[config.mk]
export PLATFORM = sky130hd
export DESIGN_NAME = map_pixel_fetcher
export DESIGN_NICKNAME = d
export VERILOG_FILES = /design/src/rtl/map_pkg.sv /design/src/rtl/map_tag_pipe.sv /design/src/rtl/map_pixel_fetcher.sv
export SDC_FILE = /design/constraint.sdc
export NUM_CORES = 1
export LEC_CHECK = 0
export CORE_ASPECT_RATIO = 1.25
export CORE_MARGIN = 3
export CORE_UTILIZATION = 34
export CTS_CLUSTER_DIAMETER = 100
export DETAILED_ROUTE_END_ITERATION = 8
export PLACE_DENSITY_LB_ADDON = 0.25
export SLEW_MARGIN = 20
export SYNTH_ARGS = -nofsm -noshare
export SYNTH_HDL_FRONTEND = slang
export SYNTH_SLANG_ARGS = --single-unit
[constraint.sdc]
create_clock -name clock -period 3.4 [get_ports clock]
set_clock_uncertainty 0.2 [all_clocks]
set_input_delay 0.68 -clock clock [delete_from_list [all_inputs] [get_ports clock]]
set_output_delay 0.68 -clock clock [all_outputs]
set_load 0.05 [all_outputs]
[src/rtl/map_pkg.sv]
// Shared types and constants for the map pixel fetch path.
// The coordinate helper turns a screen position plus camera offset into a wrapped map coordinate.
package map_pkg;

   localparam int MAP_DIM = 256;
   localparam int MAP_AW  = 16;
   localparam int RGB_W   = 24;

   typedef logic [RGB_W-1:0] rgb_t;

   typedef enum logic [1:0] {
      RUN     = 2'd0,
      WAIT_VB = 2'd1,
      SWAP    = 2'd2,
      FLUSH   = 2'd3
   } map_fsm_t;

   // Downscale the screen coordinate, then add the camera offset modulo the map dimension.
   function automatic logic [7:0] map_coord(input logic [9:0] i_screen,
                                            input logic [7:0] i_cam,
                                            input int         i_shift);
      logic [9:0] w_scaled;
      w_scaled = i_screen >> i_shift;
      return w_scaled[7:0] + i_cam;
   endfunction

endpackage

[src/rtl/map_tag_pipe.sv]
// Fixed-depth shift register that carries per-pixel tags alongside the ROM read latency.
// Cleared asynchronously so no stale tag can surface after a reset.
module map_tag_pipe #(
   parameter int DEPTH = 2,
   parameter int W     = 2
) (
   input  logic         i_clock,
   input  logic         i_reset_n,
   input  logic [W-1:0] i_tag,
   output logic [W-1:0] o_tag
);

   logic [W-1:0] r_stage [DEPTH];

   always_ff @(posedge i_clock or negedge i_reset_n) begin
      if (!i_reset_n) begin
         for (int i = 0; i < DEPTH; i++) begin
            r_stage[i] <= '0;
         end
      end else begin
         r_stage[0] <= i_tag;
         for (int i = 1; i < DEPTH; i++) begin
            r_stage[i] <= r_stage[i-1];
         end
      end
   end

   assign o_tag = r_stage[DEPTH-1];

endmodule

[src/rtl/map_pixel_fetcher.sv]
// Turns VGA draw coordinates plus camera offset into map ROM reads and realigns the returned
// pixels into a valid-tagged RGB stream; map switches are applied only during vertical blank.
module map_pixel_fetcher
   import map_pkg::*;
#(
   parameter int   H_ACTIVE    = 640,
   parameter int   V_ACTIVE    = 480,
   parameter int   SCALE_SHIFT = 1,
   parameter int   ROM_LAT     = 1,
   parameter rgb_t BORDER_RGB  = 24'h000000
) (
   input  logic              clock,
   input  logic              reset_n,
   input  logic [9:0]        draw_x,
   input  logic [9:0]        draw_y,
   input  logic              pix_en,
   input  logic [7:0]        cam_x,
   input  logic [7:0]        cam_y,
   input  logic              map_req,
   input  rgb_t              rom_q,
   output logic [MAP_AW-1:0] rom_address,
   output logic              rom_selector,
   output rgb_t              rgb,
   output logic              rgb_valid,
   output logic              map_ack,
   output logic              switching,
   output map_fsm_t          o_dbg_state
);

   localparam int         TAG_DEPTH   = ROM_LAT + 1;
   localparam int         FCW         = $clog2(TAG_DEPTH + 1);
   localparam logic [9:0] LP_H_ACTIVE = 10'(H_ACTIVE);
   localparam logic [9:0] LP_V_ACTIVE = 10'(V_ACTIVE);
   localparam logic [FCW-1:0] FLUSH_INIT = FCW'(TAG_DEPTH);

   logic [7:0]        w_map_x;
   logic [7:0]        w_map_y;
   logic              w_active;
   logic [1:0]        w_tag_in;
   logic [1:0]        w_tag_out;

   logic [MAP_AW-1:0] r_addr;
   logic              r_sel;
   rgb_t              r_rgb;
   logic              r_valid;
   logic              r_ack;
   logic              r_switching;
   map_fsm_t          r_state;
   logic [FCW-1:0]    r_flush_cnt;

   assign w_map_x  = map_coord(draw_x, cam_x, SCALE_SHIFT);
   assign w_map_y  = map_coord(draw_y, cam_y, SCALE_SHIFT);
   assign w_active = (draw_x < LP_H_ACTIVE) && (draw_y < LP_V_ACTIVE);
   assign w_tag_in = {pix_en, w_active};

   map_tag_pipe #(
      .DEPTH (TAG_DEPTH),
      .W     (2)
   ) u_tag_pipe (
      .i_clock   (clock),
      .i_reset_n (reset_n),
      .i_tag     (w_tag_in),
      .o_tag     (w_tag_out)
   );

   always_ff @(posedge clock or negedge reset_n) begin
      if (!reset_n) begin
         r_addr <= '0;
      end else if (pix_en) begin
         r_addr <= {w_map_y, w_map_x};
      end
   end

   // Map switch control: the selector only ever moves in SWAP, and FLUSH covers every read
   // that was issued against the old map before the selector changed.
   always_ff @(posedge clock or negedge reset_n) begin
      if (!reset_n) begin
         r_state     <= RUN;
         r_sel       <= 1'b0;
         r_ack       <= 1'b0;
         r_switching <= 1'b0;
         r_flush_cnt <= '0;
      end else begin
         r_ack <= 1'b0;
         case (r_state)
            RUN: begin
               if (map_req != r_sel) begin
                  r_state     <= WAIT_VB;
                  r_switching <= 1'b1;
               end
            end
            WAIT_VB: begin
               if (map_req == r_sel) begin
                  r_state     <= RUN;
                  r_switching <= 1'b0;
               end else if (pix_en && (draw_y >= LP_V_ACTIVE)) begin
                  r_state <= SWAP;
               end
            end
            SWAP: begin
               r_sel       <= map_req;
               r_flush_cnt <= FLUSH_INIT;
               r_state     <= FLUSH;
            end
            FLUSH: begin
               if (r_flush_cnt <= FCW'(1)) begin
                  r_flush_cnt <= '0;
                  r_state     <= RUN;
                  r_ack       <= 1'b1;
                  r_switching <= 1'b0;
               end else begin
                  r_flush_cnt <= r_flush_cnt - FCW'(1);
               end
            end
            default: begin
               r_state     <= RUN;
               r_switching <= 1'b0;
            end
         endcase
      end
   end

   // Pixels are only trusted while running normally; anything mid-switch shows the border colour.
   always_ff @(posedge clock or negedge reset_n) begin
      if (!reset_n) begin
         r_rgb   <= BORDER_RGB;
         r_valid <= 1'b0;
      end else if (w_tag_out[1]) begin
         r_valid <= 1'b1;
         r_rgb   <= (w_tag_out[0] && (r_state == RUN)) ? rom_q : BORDER_RGB;
      end else begin
         r_valid <= 1'b0;
      end
   end

   assign rom_address  = r_addr;
   assign rom_selector = r_sel;
   assign rgb          = r_rgb;
   assign rgb_valid    = r_valid;
   assign map_ack      = r_ack;
   assign switching    = r_switching;
   assign o_dbg_state  = r_state;

endmodule
# == Yosys cells after proc, flatten, opt, wreduce, memory -nomap -nowiden ==
# Index checks and enable logic that the tools add are counted.
# Widths: inputs -> output; s select.
# totals
word_cells,49
output_inout_bits,46
register_bits,52
in_bits,64
# op_classes
n_addsub,3
eq_ne,9
mux,15
n_reduce_logical,8
n_lt_le_gt_ge,4
# ops
operator,count
$mux 24,1
$add 8x8->8,2
$ge 10x9->1 const B,1
$lt 10x10->1 const B,1
$lt 10x9->1 const B,1
$mux 2,5
$pmux 2 s4,1
$mux 1,6
$ne 2x2->1 const B,3
$eq 2x2->1 const B,2
$pmux 2 s2,1
$reduce_and 4->1,1
$logic_and 1x1->1,3
$ne 3x3->1 const B,1
$pmux 1 s3,1
$reduce_and 3->1,1
$reduce_bool 3->1,1
$eq 2x1->1 const B,1
$le 2x1->1 const B,1
$logic_not 2->1,1
$reduce_bool 2->1,1
$sub 2x1->2 const B,1
$eq 1x1->1,1
$ne 1x1->1,1

# == Depth between registers and ports, before layout ==
# Gate-level depths: netlist of the first run.
# logic_depth
word_depth,5
depth_mapped,7
depth_no_buf,7

# == Cells and area by module ==
# From an unflattened synthesis of the first run, not the netlist that was laid out.
# hier_totals
cells_unflattened,273
hier_area_um2,2657.5
# modules_own_cells
module,area_each_um2,cells_each,seq_area_each_um2,instances
map_pixel_fetcher,2542.4,267,1201.2,1
map_tag_pipe,115.1,6,100.1,1

# == Least setup slack after synthesis of the first run ==
# No wires, ideal clock.
# synth_path
path_type,in2reg
start,in draw_x[1]
end,reg r_addr[6] (netlist: rom_address[6])
t_arrival_ps,2056
n_path_buf,0
required_ps,3084
stages,6
setup_ps,116
slack_ps,1028
cell_sequence,ha_1 fa_1 a21oi_1 o21ai_0 a2111o_1 o311ai_0
# synth_between
elab_chain_cells,1
# synth_lines
element,line_no,rtl
"start, declared",map_pixel_fetcher.sv:14,"input logic [9:0] draw_x,"
$add 8x8->8,map_pkg.sv:24,return w_scaled[7:0] + i_cam;
"end signal, assigned",map_pixel_fetcher.sv:70,"r_addr <= {w_map_y, w_map_x};"
"end, declared",map_pixel_fetcher.sv:42,logic [MAP_AW-1:0] r_addr;
# Every way passes these cells.
# A chain may end at the register's enable or synchronous reset.

# == Final worst setup path of the first run ==
# Ends and elaborated chain as after synthesis.

==> results of run 1 <==
[report_power, final]
part,total (mW),switching (mW),internal [mW],leakage [nW]
sequential,0.811,0.0863,0.725,0.667
clock,0.361,0.210,0.150,0.0452
combinational,0.902,0.558,0.345,0.925
total,2.07,0.854,1.22,1.64
[cell families after synthesis]
| family | after synthesis |
|---|---|
| multiplexers | 6 |
| AO/OA/AOI/OAI | 81 |
| adder cells (fa/ha/maj) | 16 |
| flip-flops | 52 |
| buffers and inverters | 45 |
| AND/OR/NAND/NOR | 64 |
| XOR/XNOR | 6 |
[layout make-up]
class                   count  share of cell area
flip-flops and latches     52               0.333
multi-input cells         173               0.297
repair buffers            112               0.283
inverters                  36              0.0345
well taps                  92              0.0294
clock buffers               5              0.0176
clock inverters             3             0.00640
[synth_stat cells, types with 4 or more instances]
| master | count |
|---|---|
| a211oi_1 | 5 |
| a21oi_1 | 6 |
| and3_1 | 4 |
| buf_2 | 4 |
| clkbuf_1 | 4 |
| dfrtp_1 | 52 |
| ha_1 | 14 |
| inv_1 | 36 |
| mux2_2 | 6 |
| nand2_1 | 34 |
| nand3b_1 | 4 |
| nor2_1 | 9 |
| o21a_1 | 4 |
| o21ai_0 | 36 |
| o21bai_1 | 5 |
| xnor2_1 | 4 |
[per-stage QoR]
stage | instance area (um^2) | power [mW]
finish | 3910 | 2.07
global route | 3910 | 2.20
CTS | 3910 | 2.10
detailed placement | 3810 | 1.73
global placement | 3810 | 1.72
floorplan | 2640 | 1.39
[critical path, delay by kind of cell]
kind            cells  cell delay (ps)
buf+inv             1              400
fa+ha+maj           2              650
compound gates      4              940
[layer usage]
metal | GRT usage | part of all wire | up-vias | routed length (um)
met5 | 0 | 0 | - | 0
met3 | 0.0363 | 0.068 | 6 | 426
li1 | - | - | 1148 | -
met1 | 0.191 | 0.46 | 1042 | 2920
met4 | 0.0532 | 0.014 | 0 | 87
met2 | 0.234 | 0.45 | 91 | 2860
[worst max-delay path by stage]
| stage | startpoint | end | slack (ps) |
|---|---|---|---|
| 3_3_place_gp | draw_x[1] | rom_address[6] | 460 |
| 2_1_floorplan | draw_x[1] | rom_address[6] | 1030 |
| 5_1_grt | draw_x[1] | rom_address[6] | 590 |
| 4_1_cts | draw_x[1] | rom_address[6] | 740 |
| 3_5_place_dp | draw_x[1] | rom_address[6] | 400 |
| 6_report | draw_x[1] | rom_address[6] | 710 |
[sequential cells by signal, summed over array words and instances (netlist names), named ones only]
register	cells
rgb	24
switching	1
rom_address	16
r_flush_cnt	2
o_dbg_state	1
rom_selector	1
rgb_valid	1
u_tag_pipe.o_tag	2
map_ack	1
u_tag_pipe.r_stage	2
==> results.yml, run 1 <==
global_route:
  grt_max_degree: 32
  grt_usage: 0.146
  antenna_found_initial: 0
  grt_pass1_vias: 2374
  grt_pass1_wl_um: 10700
  grt_overflow: 0
synthesis:
  synth_compound_area_frac: 0.201
  yosysSeqAreaShare: 0.492
  synth_top_family_by_area: "compound AO/OA/AOI/OAI gates"
  synth_enable_flop_cells: 0
  synth.area.mux_share: 0.0256
  synth_nets: 350
  ys_types: 40
  synth_flop_cell: "dfrtp_1"
  synth_top_cell_area_share: 0.492
  syn_area_per_cell_um2: 9.79
  async_flop_share: 1.00
  ys_ff_latch: 52
  synth_simple_gate_area_share: 0.112
  synth_fa_ha_area_frac: 0.0814
  synth_cells: 270
  yosys_warnings: 0
  synth_area_leaders: "dfrtp_1, o21ai_0, ha_1"
  synthXorXnorAreaFrac: 0.0199
  yosysTopAreaCell: "dfrtp_1"
  syn_area_um2: 2640
setup_path:
  start_kind: "input pin"
  r2r_setup_slack_ps: 1550
  timing.rr.start: "u_tag_pipe.o_tag[1]"
  r2r-end: "rgb[4]"
  max_stage_delay_ps: 450
  cp.arrival_ps: 2680
  required_ps: 3390
  crit_type: "in -> reg"
  crit_chain: "clkdlybuf4s50_1 -> ha_1 -> fa_1 -> a21oi_1 -> o21ai_0 -> a2111o_1 -> o311ai_0"
  worstSetupEndpointType: "flop"
  rr_worst_depth: 5
  crit_fanout: 3
  critPathSlowestCell: "a2111o_1"
min_path:
  hp-class: "reg -> reg"
  min_to: "u_tag_pipe.o_tag[1]"
  whs_path_depth: 0
  min_from: "u_tag_pipe.r_stage[3]"
finish:
  fin_cells: 473
  final_common_cell: "clkdlybuf4s50_1"
  diodes: 0
  seq_area_um2: 1300
  area_growth_pct: 48.0
  layout.nets: 460
  multi_input_area_um2: 1160
  final_util: 0.526
  final_cell_mix: "clkdlybuf4s50_1, dfrtp_1, inv_1, o21ai_0, nand2_1"
  nFillCells: 683
  drive_above_1_share: 0.0604
drt:
  wl_per_cell_um: 13.3
  via_count: 2287
  remaining_drc_errors: 0
  detail-route-antenna-nets: 0
  drt_first_pass_iters: 4
  routed_wl_um: 6300
  drt_iter0_drc: 37
  vias_per_cell: 4.84
sta:
  rsz0062_at_grt: "false"
  holdWs_ps: 150
  setup_viol: 0
  hold_violations: 0
  min_period_ps: 2690
  finalWorstSetupSlack_ps: 707
  fmax_mhz: 371
  final-max-slew-violation-count: 0
  tightest_slew_ps: 728
  finalSetupTns_ps: 0
  slew_headroom: 0.515
  period_share: 0.792
clocking:
  cts_tree: "built"
  ctsLongestPathBuffers: 2
  clk_pin_slew_ps: 100
  cts_buffers: 5
  cts_sinks: 52
  cts_root_buf: "clkbuf_8"
  cts.repair.resized: 0
  post-cts-setup-buffers: 0
  clk_latency_ps: 300
  hold_buffers: 1
  htree_levels: 2
floorplanning:
  core_area_um2: 7440
  dieWidth_um: 84.9
  initial_core_util: 0.355
  ioPinCount: 110
  dieHeight_um: 105
  dieArea_um2: 8880
  num_rows: 35
place:
  dpl.cell_count: 464
  dp_hpwl_um: 4910
  pre_cts_ws_ps: 397
  port_buffers: 107
  gp_congestion: 0.854
pwr:
  peakVddDrop_v: 0.000230
  power.density_nw_per_um2: 530
  p_leak_nw: 1.64
status:
  run_status: "finished, final reports clean"
job:
  maxCapViolCount: 0
No activity file was read; power rests on OpenSTA's default activity.
==> inputs of run 2 (changes only) <==
clock period = 2.6 ns   (was 3.4 ns; I/O delays follow)
==> run 2 against run 1 <==
Effect of this change:
- sequential cell count unchanged
- utilization increased by 0.39 points
- largest cell class unchanged
- clock power increased by 34%
- cell count increased by 0.63%
==> results.yml, run 2 (synthesis results as in run 1) <==
setup_path:
  worstSetupEndpointType: "output pin"
  start_kind: "flop"
  crit_type: "reg -> out"
  critPathSlowestCell: "clkdlybuf4s50_1"
  cp_num_buf_inv: 1
  cp.arrival_ps: 1700
  timing.rr.start: "rom_selector"
  r2r_setup_slack_ps: 1150
  required_ps: 1880
  max_stage_delay_ps: 870
  crit_chain: "clkdlybuf4s50_1"
  crit_fanout: 10
  cp_top_family: "buffers and inverters"
  crit_cells: 1
  rr_worst_depth: 4
  endpoint: "o_dbg_state[1]"
pwr:
  peakVddDrop_v: 0.000322
  swShare: 0.414
  seqPwrFrac: 0.386
  clkPwrFrac: 0.177
  power.density_nw_per_um2: 693
  p_leak_nw: 1.65
  combPwrFrac: 0.436
  p_switching_mw: 1.13
  p_int_mw: 1.60
finish:
  largest_reg_flops: 24
  drive_above_1_share: 0.0703
  final_common_cell: "clkdlybuf4s50_1"
  final_cell_mix: "clkdlybuf4s50_1, dfrtp_1, inv_1, o21ai_0, nand2_1"
  nFillCells: 678
  layout.nets: 463
  seq_area_um2: 1300
  multi_input_area_um2: 1160
  area_growth_pct: 49.1
  diodes: 0
global_route:
  grt_max_degree: 33
  grt_pass1_vias: 2249
  grt_pass1_wl_um: 10200
  grt_overflow: 0
  grt_usage: 0.139
  antenna_found_initial: 0
floorplanning:
  ioPinCount: 110
  core_area_um2: 7440
  dieArea_um2: 8880
  dieWidth_um: 84.9
  initial_core_util: 0.355
  dieHeight_um: 105
  num_rows: 35
sta:
  period_share: 0.930
  holdWs_ps: 158
  hold_violations: 0
  tightest_slew_ps: 542
  slew_headroom: 0.637
  final-max-slew-violation-count: 0
  min_period_ps: 2420
  fmax_mhz: 414
  finalWorstSetupSlack_ps: 182
  rsz0062_at_grt: "false"
  setup_viol: 0
drt:
  routed_wl_um: 6250
  remaining_drc_errors: 0
  detail-route-antenna-nets: 0
  wl_per_cell_um: 13.1
  vias_per_cell: 4.83
  via_count: 2297
  drt_first_pass_iters: 4
  drt_iter0_drc: 50
clocking:
  clk_pin_slew_ps: 110
  ctsLongestPathBuffers: 2
  htree_levels: 2
  cts_sinks: 52
  cts_buffers: 5
  cts_tree: "built"
  cts_root_buf: "clkbuf_8"
  clk_latency_ps: 300
job:
  maxCapViolCount: 0
status:
  run_status: "finished, final reports clean"
place:
  gp_congestion: 0.879
  pre_cts_ws_ps: -193
  dp_hpwl_um: 4820
  port_buffers: 107
min_path:
  hp-class: "reg -> reg"
run 2: worst min-delay path by stage:
stage,from,endpoint,slack [ps],cells past startpoint
2_1_floorplan,reset_n,asynchronous set/reset pin,20,0
3_3_place_gp,u_tag_pipe.r_stage[3],u_tag_pipe.o_tag[1],130,0
3_5_place_dp,reset_n,rgb[16],130,1
4_1_cts,u_tag_pipe.r_stage[3],u_tag_pipe.o_tag[1],150,0
5_1_grt,u_tag_pipe.r_stage[2],u_tag_pipe.o_tag[0],180,0
6_report,u_tag_pipe.r_stage[3],u_tag_pipe.o_tag[1],160,0
run 2: routing by layer:
metal / global-route usage / vias to the layer above / wire length, um
met1: 0.179 / 1044 / 2830
li1: - / 1151 / -
met5: 0 / - / 0
met4: 0.0475 / 0 / 79
met3: 0.0394 / 6 / 547
met2: 0.224 / 96 / 2800
run 2: through the flow:
step | setup TNS [ps] | util | cells | power (mW) | instance area (um^2)
floorplan | 0 | - | 270 | 1.82 | 2640
global placement | -175 | 0.515 | 467 | 2.25 | 3830
detailed placement | -211 | 0.515 | 467 | 2.27 | 3830
CTS | 0 | 0.529 | 476 | 2.77 | 3940
global route | 0 | 0.529 | 476 | 2.90 | 3940
finish | 0 | 0.529 | 476 | 2.73 | 3940
run 2: layout make-up:
class                           count  area share
Sequential cell                    52       0.330
Multi-Input combinational cell    173       0.296
Timing Repair Buffer              115       0.286
Inverter                           36      0.0343
Tap cell                           92      0.0292
Clock buffer                        5      0.0175
Clock inverter                      3     0.00698
run 2: power groups by stage:
stage | combinational (mW) | sequential, mW | clock [mW]
6_report | 1.19 | 1.06 | 0.485
5_1_grt | 1.28 | 1.08 | 0.541
4_1_cts | 1.20 | 1.06 | 0.511
3_5_place_dp | 1.20 | 1.07 | 0
3_3_place_gp | 1.18 | 1.07 | 0
2_1_floorplan | 0.330 | 1.48 | 0
run 2: repair_timing:
action | in CTS | in global routing
setup buffers | 0 | 0
endpoints found under the setup margin | 0 | 1
hold buffers | 1 | 0
gates resized for setup | 0 | 1
endpoints found under the hold margin | 3 | 0
==> inputs of run 3 (changes only) <==
CTS_BUF_LIST = sky130_fd_sc_hd__clkbuf_8   (was unset)
RECOVER_POWER = 50   (was unset)
==> run 3 against run 2 <==
Effect of this change:
- setup slack got worse by 0.68 ps
- global-route usage is the same
- cell count unchanged
- cell area fell by 0.38%
- via count grew 1.3%
- largest cell class unchanged
- die area unchanged
- maximum frequency about the same
- sequential share of layout area rose by 0.13 points
- register-to-register slack got worse by 190 ps
- clock-buffer cell count unchanged
==> results.yml, run 3 (synthesis results as in run 1) <==
status:
  run_status: "finished, final reports clean"
setup_path:
  worstSetupEndpointType: "output pin"
  crit_chain: "clkdlybuf4s50_1"
  cp_top_family: "buffers and inverters"
  crit_fanout: 10
  critPathSlowestCell: "clkdlybuf4s50_1"
  required_ps: 1880
  cp_num_buf_inv: 1
  cp.arrival_ps: 1700
  start_kind: "flop"
  max_stage_delay_ps: 870
  crit_type: "reg -> out"
finish:
  fin_cells: 476
  largest_reg_flops: 24
  nFillCells: 681
  final_util: 0.527
  final_common_cell: "clkdlybuf4s50_1"
  area_growth_pct: 48.5
  drive_above_1_share: 0.0599
  layout.nets: 463
  fin_area_um2: 3930
  diodes: 0
  final_cell_mix: "clkdlybuf4s50_1, dfrtp_1, o21ai_0"
pwr:
  power.density_nw_per_um2: 695
  clkPwrFrac: 0.178
  p_int_mw: 1.60
  p_switching_mw: 1.13
  peakVddDrop_v: 0.000322
  swShare: 0.415
  seqPwrFrac: 0.387
  combPwrFrac: 0.436
  p_leak_nw: 1.64
  p_total_mw: 2.73
sta:
  slew_headroom: 0.336
  min_period_ps: 2420
  tightest_slew_ps: 996
  period_share: 0.930
  setup_viol: 0
  final-max-slew-violation-count: 0
  finalSetupTns_ps: 0
  rsz0062_at_grt: "false"
  fmax_mhz: 413
  hold_violations: 0
clocking:
  ctsLongestPathBuffers: 2
  htree_levels: 2
  cts_root_buf: "clkbuf_8"
  cts_tree: "built"
  clk_pin_slew_ps: 100
  clk_latency_ps: 300
  cts_sinks: 52
  cts_buffers: 5
floorplanning:
  dieHeight_um: 105
  num_rows: 35
  dieWidth_um: 84.9
  initial_core_util: 0.355
  dieArea_um2: 8880
  core_area_um2: 7440
  ioPinCount: 110
global_route:
  grt_pass1_wl_um: 10200
  grt_overflow: 0
  grt_pass1_vias: 2249
  grt_usage: 0.139
  antenna_found_initial: 0
  grt_max_degree: 33
drt:
  wl_per_cell_um: 13.2
  detail-route-antenna-nets: 0
  routed_wl_um: 6260
  vias_per_cell: 4.89
  highest_layer: "met4"
  drt_first_pass_iters: 4
  via_count: 2328
  drt-met1-wl_um: 2770
  drt_iter0_drc: 57
  met2_length_um: 2810
  remaining_drc_errors: 0
  wl_met3_um: 596
place:
  placed_cell_area_um2: 3830
  dpl.cell_count: 467
  gp_congestion: 0.879
  port_buffers: 107
  dp_hpwl_um: 4820
job:
  maxCapViolCount: 0
min_path:
  hp-class: "reg -> reg"
## run 3: cell type report
cell class | count | area, um^2 | share of cell area
timing repair buffer | 115 | 1110 | 0.284
inverter | 36 | 135 | 0.0344
clock buffer | 5 | 68.8 | 0.0175
multi-input combinational | 173 | 1160 | 0.297
clock inverter | 3 | 27.5 | 0.00701
sequential | 52 | 1300 | 0.331
tap | 92 | 115 | 0.0293
## run 3: power groups by stage
stage	clock network, mW	logic, mW	registers (mW)
finish	0.485	1.19	1.06
global route	0.541	1.27	1.08
CTS	0.511	1.20	1.06
detailed placement	0	1.20	1.07
global placement	0	1.18	1.07
floorplan	0	0.330	1.48
## run 3: final timing paths
check                                       from             endpoint  slack (ps)  cells past startpoint
setup / recovery                            flop       o_dbg_state[1]         180                      1
hold / removal             u_tag_pipe.r_stage[3]  u_tag_pipe.o_tag[1]         160                      0
setup reg to reg             u_tag_pipe.o_tag[1]              rgb[23]         960                      2
hold reg to reg            u_tag_pipe.r_stage[3]  u_tag_pipe.o_tag[1]         160                      0
max in group asynchronous                reset_n      rom_address[12]         660                      3
min in group asynchronous                reset_n              rgb[16]         370                      2
## run 3: per-stage QoR
step                hold slack [ps]  setup WS (ps)
floorplan                      24.4            388
CTS                             155            138
global route                    180           52.2
finish                          159            181
global placement                133           -160
detailed placement              132           -193
## run 3: per-layer routing
metal	GRT usage	up-vias
li1	-	1151
met1	0.179	1062
met2	0.224	109
met3	0.0394	6
met4	0.0475	0
met5	0	-
## run 3: timing repair
action                     CTS  global route
gates resized for setup      0             1
hold endpoints to repair     3             0
buffers inserted             0             0
setup endpoints to repair    0             1
hold buffers                 1             0
